[config.mk]
export PLATFORM = sky130hd
export DESIGN_NAME = tpu_job_sequencer
export DESIGN_NICKNAME = d
export VERILOG_FILES = /design/src/rtl/tpu_job_sequencer.sv
export SDC_FILE = /design/constraint.sdc
export NUM_CORES = 1
export LEC_CHECK = 0
export BUFFER_PORTS_ARGS = -buffer_cell sky130_fd_sc_hd__buf_4
export CAP_MARGIN = 10
export CORE_MARGIN = 4
export CORE_UTILIZATION = 40
export CTS_BUF_LIST = sky130_fd_sc_hd__clkbuf_16
export DETAILED_ROUTE_END_ITERATION = 8
export GPL_ROUTABILITY_DRIVEN = 1
export PLACE_DENSITY = 0.71
export SLEW_MARGIN = 5
export SYNTH_ARGS = -nofsm -noshare
export SYNTH_HDL_FRONTEND = slang
export SYNTH_SLANG_ARGS = --single-unit
[constraint.sdc]
create_clock -name clk -period 4.6 [get_ports clk]
set_input_delay 0.69 -clock clk [delete_from_list [all_inputs] [get_ports clk]]
set_output_delay 0.69 -clock clk [all_outputs]
set_load 0.03 [all_outputs]
[src/rtl/tpu_job_sequencer.sv]
// Host-side sequencer: loads one A/B job into tpuv1, starts it, waits, streams C back out.
// Latency: 1 cycle from input accept to tpuv1 write; C readback begins COMPUTE_CYCLES+1 after start.
// Backpressure: in_ready only in LOAD; each result word holds (with addr) until out_ready. Macro: C_CLEAR_EN.
module tpu_job_sequencer #(
   parameter int DIM            = 8,
   parameter int BITS_AB        = 8,
   parameter int BITS_C         = 16,
   parameter int ADDRW          = 16,
   parameter int DATAW          = 64,
   parameter int COMPUTE_CYCLES = 32,
   parameter int A_BASE         = 'h100,
   parameter int B_BASE         = 'h200,
   parameter int C_BASE         = 'h300,
   parameter int START_ADDR     = 'h400
) (
   input  logic             clk,
   input  logic             rst_n,
   input  logic             in_valid,
   output logic             in_ready,
   input  logic [DATAW-1:0] in_data,
   output logic             out_valid,
   input  logic             out_ready,
   output logic [DATAW-1:0] out_data,
   output logic             out_last,
   output logic             busy,
   output logic [ADDRW-1:0] addr,
   output logic             r_w,
   output logic [DATAW-1:0] dataIn,
   input  logic [DATAW-1:0] dataOut
);

   localparam int NIN  = 2 * DIM;
   localparam int NOUT = DIM * DIM * BITS_C / DATAW;
   localparam int CMAX = (NIN > NOUT) ? ((NIN > COMPUTE_CYCLES) ? NIN : COMPUTE_CYCLES)
                                      : ((NOUT > COMPUTE_CYCLES) ? NOUT : COMPUTE_CYCLES);
   localparam int CNTW = $clog2(CMAX + 1);

   localparam logic [ADDRW-1:0] A_B = ADDRW'(A_BASE);
   localparam logic [ADDRW-1:0] B_B = ADDRW'(B_BASE);
   localparam logic [ADDRW-1:0] C_B = ADDRW'(C_BASE);
   localparam logic [ADDRW-1:0] S_A = ADDRW'(START_ADDR);

   // A bus word packs exactly one row of A/B elements; C words must tile the result evenly.
   generate
      if (DATAW != DIM * BITS_AB) begin : g_bad_dataw
         $error("tpu_job_sequencer: DATAW must equal DIM*BITS_AB");
      end
      if ((DIM * DIM * BITS_C) % DATAW != 0) begin : g_bad_nout
         $error("tpu_job_sequencer: C matrix must be a whole number of bus words");
      end
   endgenerate

   typedef enum logic [2:0] {
      S_IDLE, S_CLEAR, S_LOAD, S_START, S_WAIT, S_READ
   } state_t;

   state_t          state;
   logic [CNTW-1:0] cnt;

   // Word offset to byte address: every tpuv1 word is 8 bytes apart.
   function automatic logic [ADDRW-1:0] off8(input logic [CNTW-1:0] n);
      return ADDRW'(n) << 3;
   endfunction

   // Job FSM; every output is a register that already holds the current cycle's bus action.
   always_ff @(posedge clk) begin
      if (!rst_n) begin
         state     <= S_IDLE;
         cnt       <= '0;
         in_ready  <= 1'b0;
         out_valid <= 1'b0;
         out_data  <= '0;
         out_last  <= 1'b0;
         busy      <= 1'b0;
         addr      <= '0;
         r_w       <= 1'b0;
         dataIn    <= '0;
      end else begin
         case (state)
            S_IDLE: begin
               r_w       <= 1'b0;
               addr      <= '0;
               dataIn    <= '0;
               cnt       <= '0;
               out_valid <= 1'b0;
               out_last  <= 1'b0;
               if (in_valid) begin
                  busy <= 1'b1;
`ifdef C_CLEAR_EN
                  state <= S_CLEAR;
                  r_w   <= 1'b1;
                  addr  <= C_B;
`else
                  state    <= S_LOAD;
                  in_ready <= 1'b1;
`endif
               end
            end
`ifdef C_CLEAR_EN
            S_CLEAR: begin
               if (cnt == CNTW'(NOUT - 1)) begin
                  state    <= S_LOAD;
                  r_w      <= 1'b0;
                  addr     <= '0;
                  cnt      <= '0;
                  in_ready <= 1'b1;
               end else begin
                  cnt  <= cnt + 1'b1;
                  addr <= C_B + off8(cnt + 1'b1);
               end
            end
`endif
            S_LOAD: begin
               if (!in_ready) begin
                  // The last row is on the bus this cycle; follow it with the start write.
                  state  <= S_START;
                  r_w    <= 1'b1;
                  addr   <= S_A;
                  dataIn <= '0;
               end else if (in_valid) begin
                  // Rows arrive interleaved A0,B0,A1,B1,...; tpuv1 shifts every B row in at one address.
                  r_w    <= 1'b1;
                  dataIn <= in_data;
                  addr   <= cnt[0] ? B_B : (A_B + off8(cnt >> 1));
                  cnt    <= cnt + 1'b1;
                  if (cnt == CNTW'(NIN - 1)) in_ready <= 1'b0;
               end else begin
                  r_w    <= 1'b0;
                  addr   <= '0;
                  dataIn <= '0;
               end
            end
            S_START: begin
               state <= S_WAIT;
               r_w   <= 1'b0;
               addr  <= '0;
               cnt   <= '0;
            end
            S_WAIT: begin
               if (cnt == CNTW'(COMPUTE_CYCLES - 1)) begin
                  state <= S_READ;
                  addr  <= C_B;
                  cnt   <= '0;
               end else begin
                  cnt <= cnt + 1'b1;
               end
            end
            S_READ: begin
               if (!out_valid) begin
                  // Address was presented last cycle, so dataOut is settled now.
                  out_data  <= dataOut;
                  out_valid <= 1'b1;
                  out_last  <= (cnt == CNTW'(NOUT - 1));
               end else if (out_ready) begin
                  out_valid <= 1'b0;
                  out_last  <= 1'b0;
                  if (cnt == CNTW'(NOUT - 1)) begin
                     state <= S_IDLE;
                     busy  <= 1'b0;
                     addr  <= '0;
                     cnt   <= '0;
                  end else begin
                     cnt  <= cnt + 1'b1;
                     addr <= C_B + off8(cnt + 1'b1);
                  end
               end
            end
            default: state <= S_IDLE;
         endcase
      end
   end

endmodule

Word level (Yosys, flattened, before mapping)
Cells that the tools add are included.
{"block": "classes", "bitwise": 1, "eq_ne": 15, "n_reduce_logical": 13, "mux": 43, "add_sub_neg": 3}
{"cell": "2-to-1 mux 64 bit", "n": 2}
{"cell": "case mux 64 bit (2 select lines)", "n": 1}
{"cell": "case mux 16 bit (4 select lines)", "n": 1}
{"cell": "2-to-1 mux 16 bit", "n": 3}
{"cell": "2-to-1 mux 6 bit", "n": 6}
{"cell": "case mux 6 bit (4 select lines)", "n": 1}
{"cell": "2-to-1 mux 11 bit", "n": 2}
{"cell": "2-to-1 mux 10 bit", "n": 2}
{"cell": "2-to-1 mux 3 bit", "n": 6}
{"cell": "!= test 2 bit (second input constant)", "n": 8}
{"cell": "case mux 3 bit (5 select lines)", "n": 1}
{"cell": "2-to-1 mux 1 bit", "n": 13}
{"cell": "adder 10 x 9 -> 11 bit (first input constant)", "n": 1}
{"cell": "adder 9 x 8 -> 10 bit (first input constant)", "n": 1}
{"cell": "case mux 1 bit (2 select lines)", "n": 5}
{"cell": "AND reduction 5 bit", "n": 2}
{"cell": "adder 6 x 1 -> 6 bit (second input constant)", "n": 1}
{"cell": "== test 3 x 2 -> 1 bit (second input constant)", "n": 2}
{"cell": "== test 3 bit (second input constant)", "n": 2}
{"cell": "== test 6 x 4 -> 1 bit (second input constant)", "n": 1}
{"cell": "== test 6 x 5 -> 1 bit (second input constant)", "n": 1}
{"cell": "AND reduction 2 bit", "n": 3}
{"cell": "AND reduction 6 bit", "n": 1}
{"cell": "nonzero test 2 bit", "n": 3}
{"cell": "6 further kinds", "n": 6}
{"block": "word_totals", "out_inout_bits": 149, "input_bits": 132, "ff_bits": 158, "word_cells": 85}

Longest topological paths before layout
{"block": "logic_depth", "depth_word": 6, "mapped_depth": 8, "depth_no_buf": 6}

Worst setup path after synthesis
OpenSTA, ideal clock, no wires.
{"block": "synth_timing", "kind": "input-to-reg", "start": "in in_valid", "end": "reg cnt[2]", "t_required_ps": 4530, "n_path_buf": 1, "setup_time_ps": 70, "cell_stages": 6, "arrival_time_ps": 1879, "path_slack_ps": 2651, "path_cell_list": "nand2_2 -> a22o_1 -> or2_1 -> clkbuf_2 -> or4b_1 -> a21oi_1"}
{"block": "synth_between", "elab_chain_cells": 2}
{"item": "start, declared", "line": "18", "rtl": "input logic in_valid,"}
{"item": "!= test 2 bit (no source line)"}
{"item": "AND reduction 5 bit (no source line)"}
{"item": "end signal, assigned", "line": "125", "rtl": "cnt <= cnt + 1'b1;"}
{"item": "end signal, assigned", "line": "145", "rtl": "cnt <= cnt + 1'b1;"}
{"item": "end signal, assigned", "line": "163", "rtl": "cnt <= cnt + 1'b1;"}
{"item": "end, declared", "line": "58", "rtl": "logic [CNTW-1:0] cnt;"}
No other way between the ends.
A chain may end at the register's enable or synchronous reset.

Worst setup path after layout
{"block": "layout_timing", "start": "reg state[0]", "end": "reg out_data[39]"}
{"block": "layout_between", "elab_chain_cells": 2}
{"item": "start, declared", "line": "57", "rtl": "state_t state;"}
{"item": "start signal, assigned", "line": "68", "rtl": "state <= S_IDLE;"}
{"item": "start signal, assigned", "line": "94", "rtl": "state <= S_LOAD;"}
{"item": "start signal, assigned", "line": "116", "rtl": "state <= S_START;"}
{"item": "== test 3 bit", "line": "79", "rtl": "case (state)"}
{"item": "AND reduction 2 bit (no source line)"}
{"item": "end signal, assigned", "line": "151", "rtl": "out_data <= dataOut;"}
{"item": "end, declared", "line": "23", "rtl": "output logic [DATAW-1:0] out_data,"}
No other way between the ends.

==> results.sh <==
export IMPL_yosys_most_used_dff="dfxtp_1"
export IMPL_post_cts_buffers=0
export IMPL_cts_root_to_sink_buffers=2
export IMPL_grt_pass1_vias=5466
export IMPL_grt_max_degree=86
export IMPL_maxCapViolCount=0
export IMPL_postCtsHoldBufs=0
export IMPL_path_buf_inv=1
export IMPL_critPathMaxStageDelay_ns=0.62
export IMPL_syn_avg_cell_area_sq_um=8.374
export IMPL_synth_area_leader_cell="dfxtp_1"
export IMPL_async_reset_ff_share_pct=0
export IMPL_die_area_sq_um=16050
export IMPL_cts_resized_gates=0
export IMPL_grt_overflow_total=0
export IMPL_grtUsageTotal_pct=21.43
export IMPL_ios=281
export IMPL_worst_slew_pin_slew_ns=0.8823
export IMPL_io_buffer_count=272
export IMPL_root_buffer="clkbuf_16"
export IMPL_yosys_area_top_type_share_pct=53.29
export IMPL_post_route_period_util_pct=58.88
export IMPL_antenna_left=0
export IMPL_crit_family="simple AND/OR/NAND/NOR gates"
export IMPL_cts_max_level=4
export IMPL_yosys_top_cells_area="dfxtp_1, nand2_1, a22oi_1"
export IMPL_dp_hpwl_um=12550
export IMPL_num_vias=5596
export IMPL_dr_first_iter_drc_count=445
export IMPL_start_util_pct=40.76
export IMPL_ff_latch_area_sq_um=3003
export IMPL_core_area_sq_um=13830
export IMPL_place_inst=1076
export IMPL_yosys_cell_types_count=47
export IMPL_vias_per_cell=5.060
export IMPL_max_freq_mhz=369.2
export IMPL_critPathCaptureType="flop"
export IMPL_rsz0062_at_grt="false"
export IMPL_drive_gt1_share_pct=34.02
export IMPL_rows=43
export IMPL_min_period_ns=2.709
export IMPL_insertedDiodeCount=0
export IMPL_crit_slowest_cell="dfxtp_1"
export IMPL_critPathKind="reg -> reg"
export IMPL_place_area_sq_um=7691
export IMPL_fin_area_sq_um=8260
export IMPL_required_ns=4.93
export IMPL_fill_cells=1260
export IMPL_antenna_found_initial=0
export IMPL_finalSetupTns_ns=0
export IMPL_cts_buffers=17
export IMPL_hp_class="reg -> reg"
export IMPL_dieWidth_um=126.7
export IMPL_drc_errors=0
export IMPL_clk_latency_ns=0.42
export IMPL_pre_cts_ws_ns=1.935
export IMPL_final_common_cell="buf_4"
export IMPL_critPathArrivalTime_ns=3.03
export IMPL_syn_inst=673
export IMPL_fin_cells=1106
export IMPL_path_common_cell="nand2_1"
export IMPL_nets=1049
export IMPL_path_clk_slew_ns=0.05
export IMPL_hold_violations=0
export IMPL_synth_area_sq_um=5635
export IMPL_yosysSeqAreaShare_pct=53.29
export IMPL_synth_seq_cells=150
export IMPL_synth_edf_count=0
export IMPL_final_cell_mix="buf_4, dfxtp_1, nand2_1, a21oi_1, nor2_1"
export IMPL_ir_drop_v=0.0001977
export IMPL_clock_skew_ns=0.01826
export IMPL_grt_pass1_wl_um=27740
export IMPL_drv_slew=0
export IMPL_tritoncts="done"
export IMPL_drt_wl_total_um=17700
export IMPL_fin_ws_ns=1.891
export IMPL_cts_sinks=150
export IMPL_crit_fanout=43
export IMPL_firstDrtPassIters=4
export IMPL_status="completed"
export IMPL_gp_congestion=0.8936
export IMPL_ys_warnings_count=0
export IMPL_slew_headroom_pct=41.18
export IMPL_path_cells="nor2b_1 > nand2_1 > nor2_4 > buf_4 > nand2_1 > a21oi_1"
export IMPL_wl_per_cell_um=16.00
export IMPL_p_per_area_nw_per_um2=385.8
export IMPL_fp_dieH_um=126.7
export IMPL_finalSetupViolCount=0
export IMPL_power_leakage_uw=0.003480
export IMPL_areaGrowthSynthToFinish_pct=46.58
export IMPL_multi_input_area_sq_um=2351
export IMPL_startpoint_type="flop"
cell type report:
cell class              instances  area share, %
multi-input cells             462          28.46
flip-flops and latches        150          36.35
clock buffers                  17          5.150
well taps                     180          2.726
repair buffers                278          25.27
inverters                       6         0.3029
clock inverters                13          1.742
per-stage QoR:
| step | hold slack, ns | total power (uW) | util, % |
|---|---|---|---|
| floorplan | 0.4778 | 1677 | - |
| global placement | 0.4427 | 1861 | 55.62 |
| detailed placement | 0.4476 | 1860 | 55.62 |
| CTS | 0.4553 | 3218 | 59.74 |
| global route | 0.4689 | 3329 | 59.74 |
| finish | 0.4532 | 3187 | 59.74 |
Yosys cell counts (2+ instances only):
library cell / n
ha_1: 2
inv_1: 5
xnor2_1: 2
nand2_1: 143
or3_1: 2
a21oi_1: 85
nor2_1: 82
a22oi_1: 64
o221a_2: 2
nand3_1: 9
nor3_1: 7
nor3b_1: 3
a31oi_1: 7
dfxtp_1: 150
buf_2: 20
buf_4: 9
nor2b_1: 2
clkbuf_1: 30
o21a_1: 2
o21ai_0: 20
path summary, 6_finish.rpt:
check | cells after the start | slack, ns | start | to
max | 6 | 1.89 | state[0] | out_data[39]
min | 2 | 0.45 | out_data[50] | out_data[50]
min reg2reg | 2 | 0.45 | out_data[50] | out_data[50]
max reg2reg | 6 | 1.89 | state[0] | out_data[39]
registers in the layout, summed over array words and instances (netlist names):
register   cells
dataIn        64
out_data      64
addr           8
cnt            6
state          3
busy           1
in_ready       1
out_last       1
out_valid      1
r_w            1
cells by family after synthesis:
logic type / synth area share (%)
multiplexers: 0.1776
flip-flops: 53.29
buffers and inverters: 5.728
adder cells (fa/ha/maj): 0.4440
AO/OA/AOI/OAI: 20.91
XOR/XNOR: 0.4663
AND/OR/NAND/NOR: 18.92
other: 0.06654
layer usage:
metal	up-vias	GRT usage (%)	share of wire [%]
met2	235	34.34	47
met5	-	0	0
li1	2760	-	-
met1	2565	25.50	39
met4	0	9.527	3.2
met3	36	8.337	9.9
where the power goes:
| group | internal, uW | total (uW) | switching [uW] |
|---|---|---|---|
| clock | 836 | 1350 | 518 |
| sequential | 1340 | 1380 | 45.5 |
| combinational | 175 | 450 | 275 |
| total | 2350 | 3190 | 839 |
worst reg2reg max path: stages (launching register included):
cell and delay (ns):
dfxtp_1 0.62, nor2b_1 0.51, nand2_1 0.27, nor2_4 0.48, buf_4 0.49, nand2_1 0.12
a21oi_1 0.13
No activity file was read; power rests on OpenSTA's default activity.
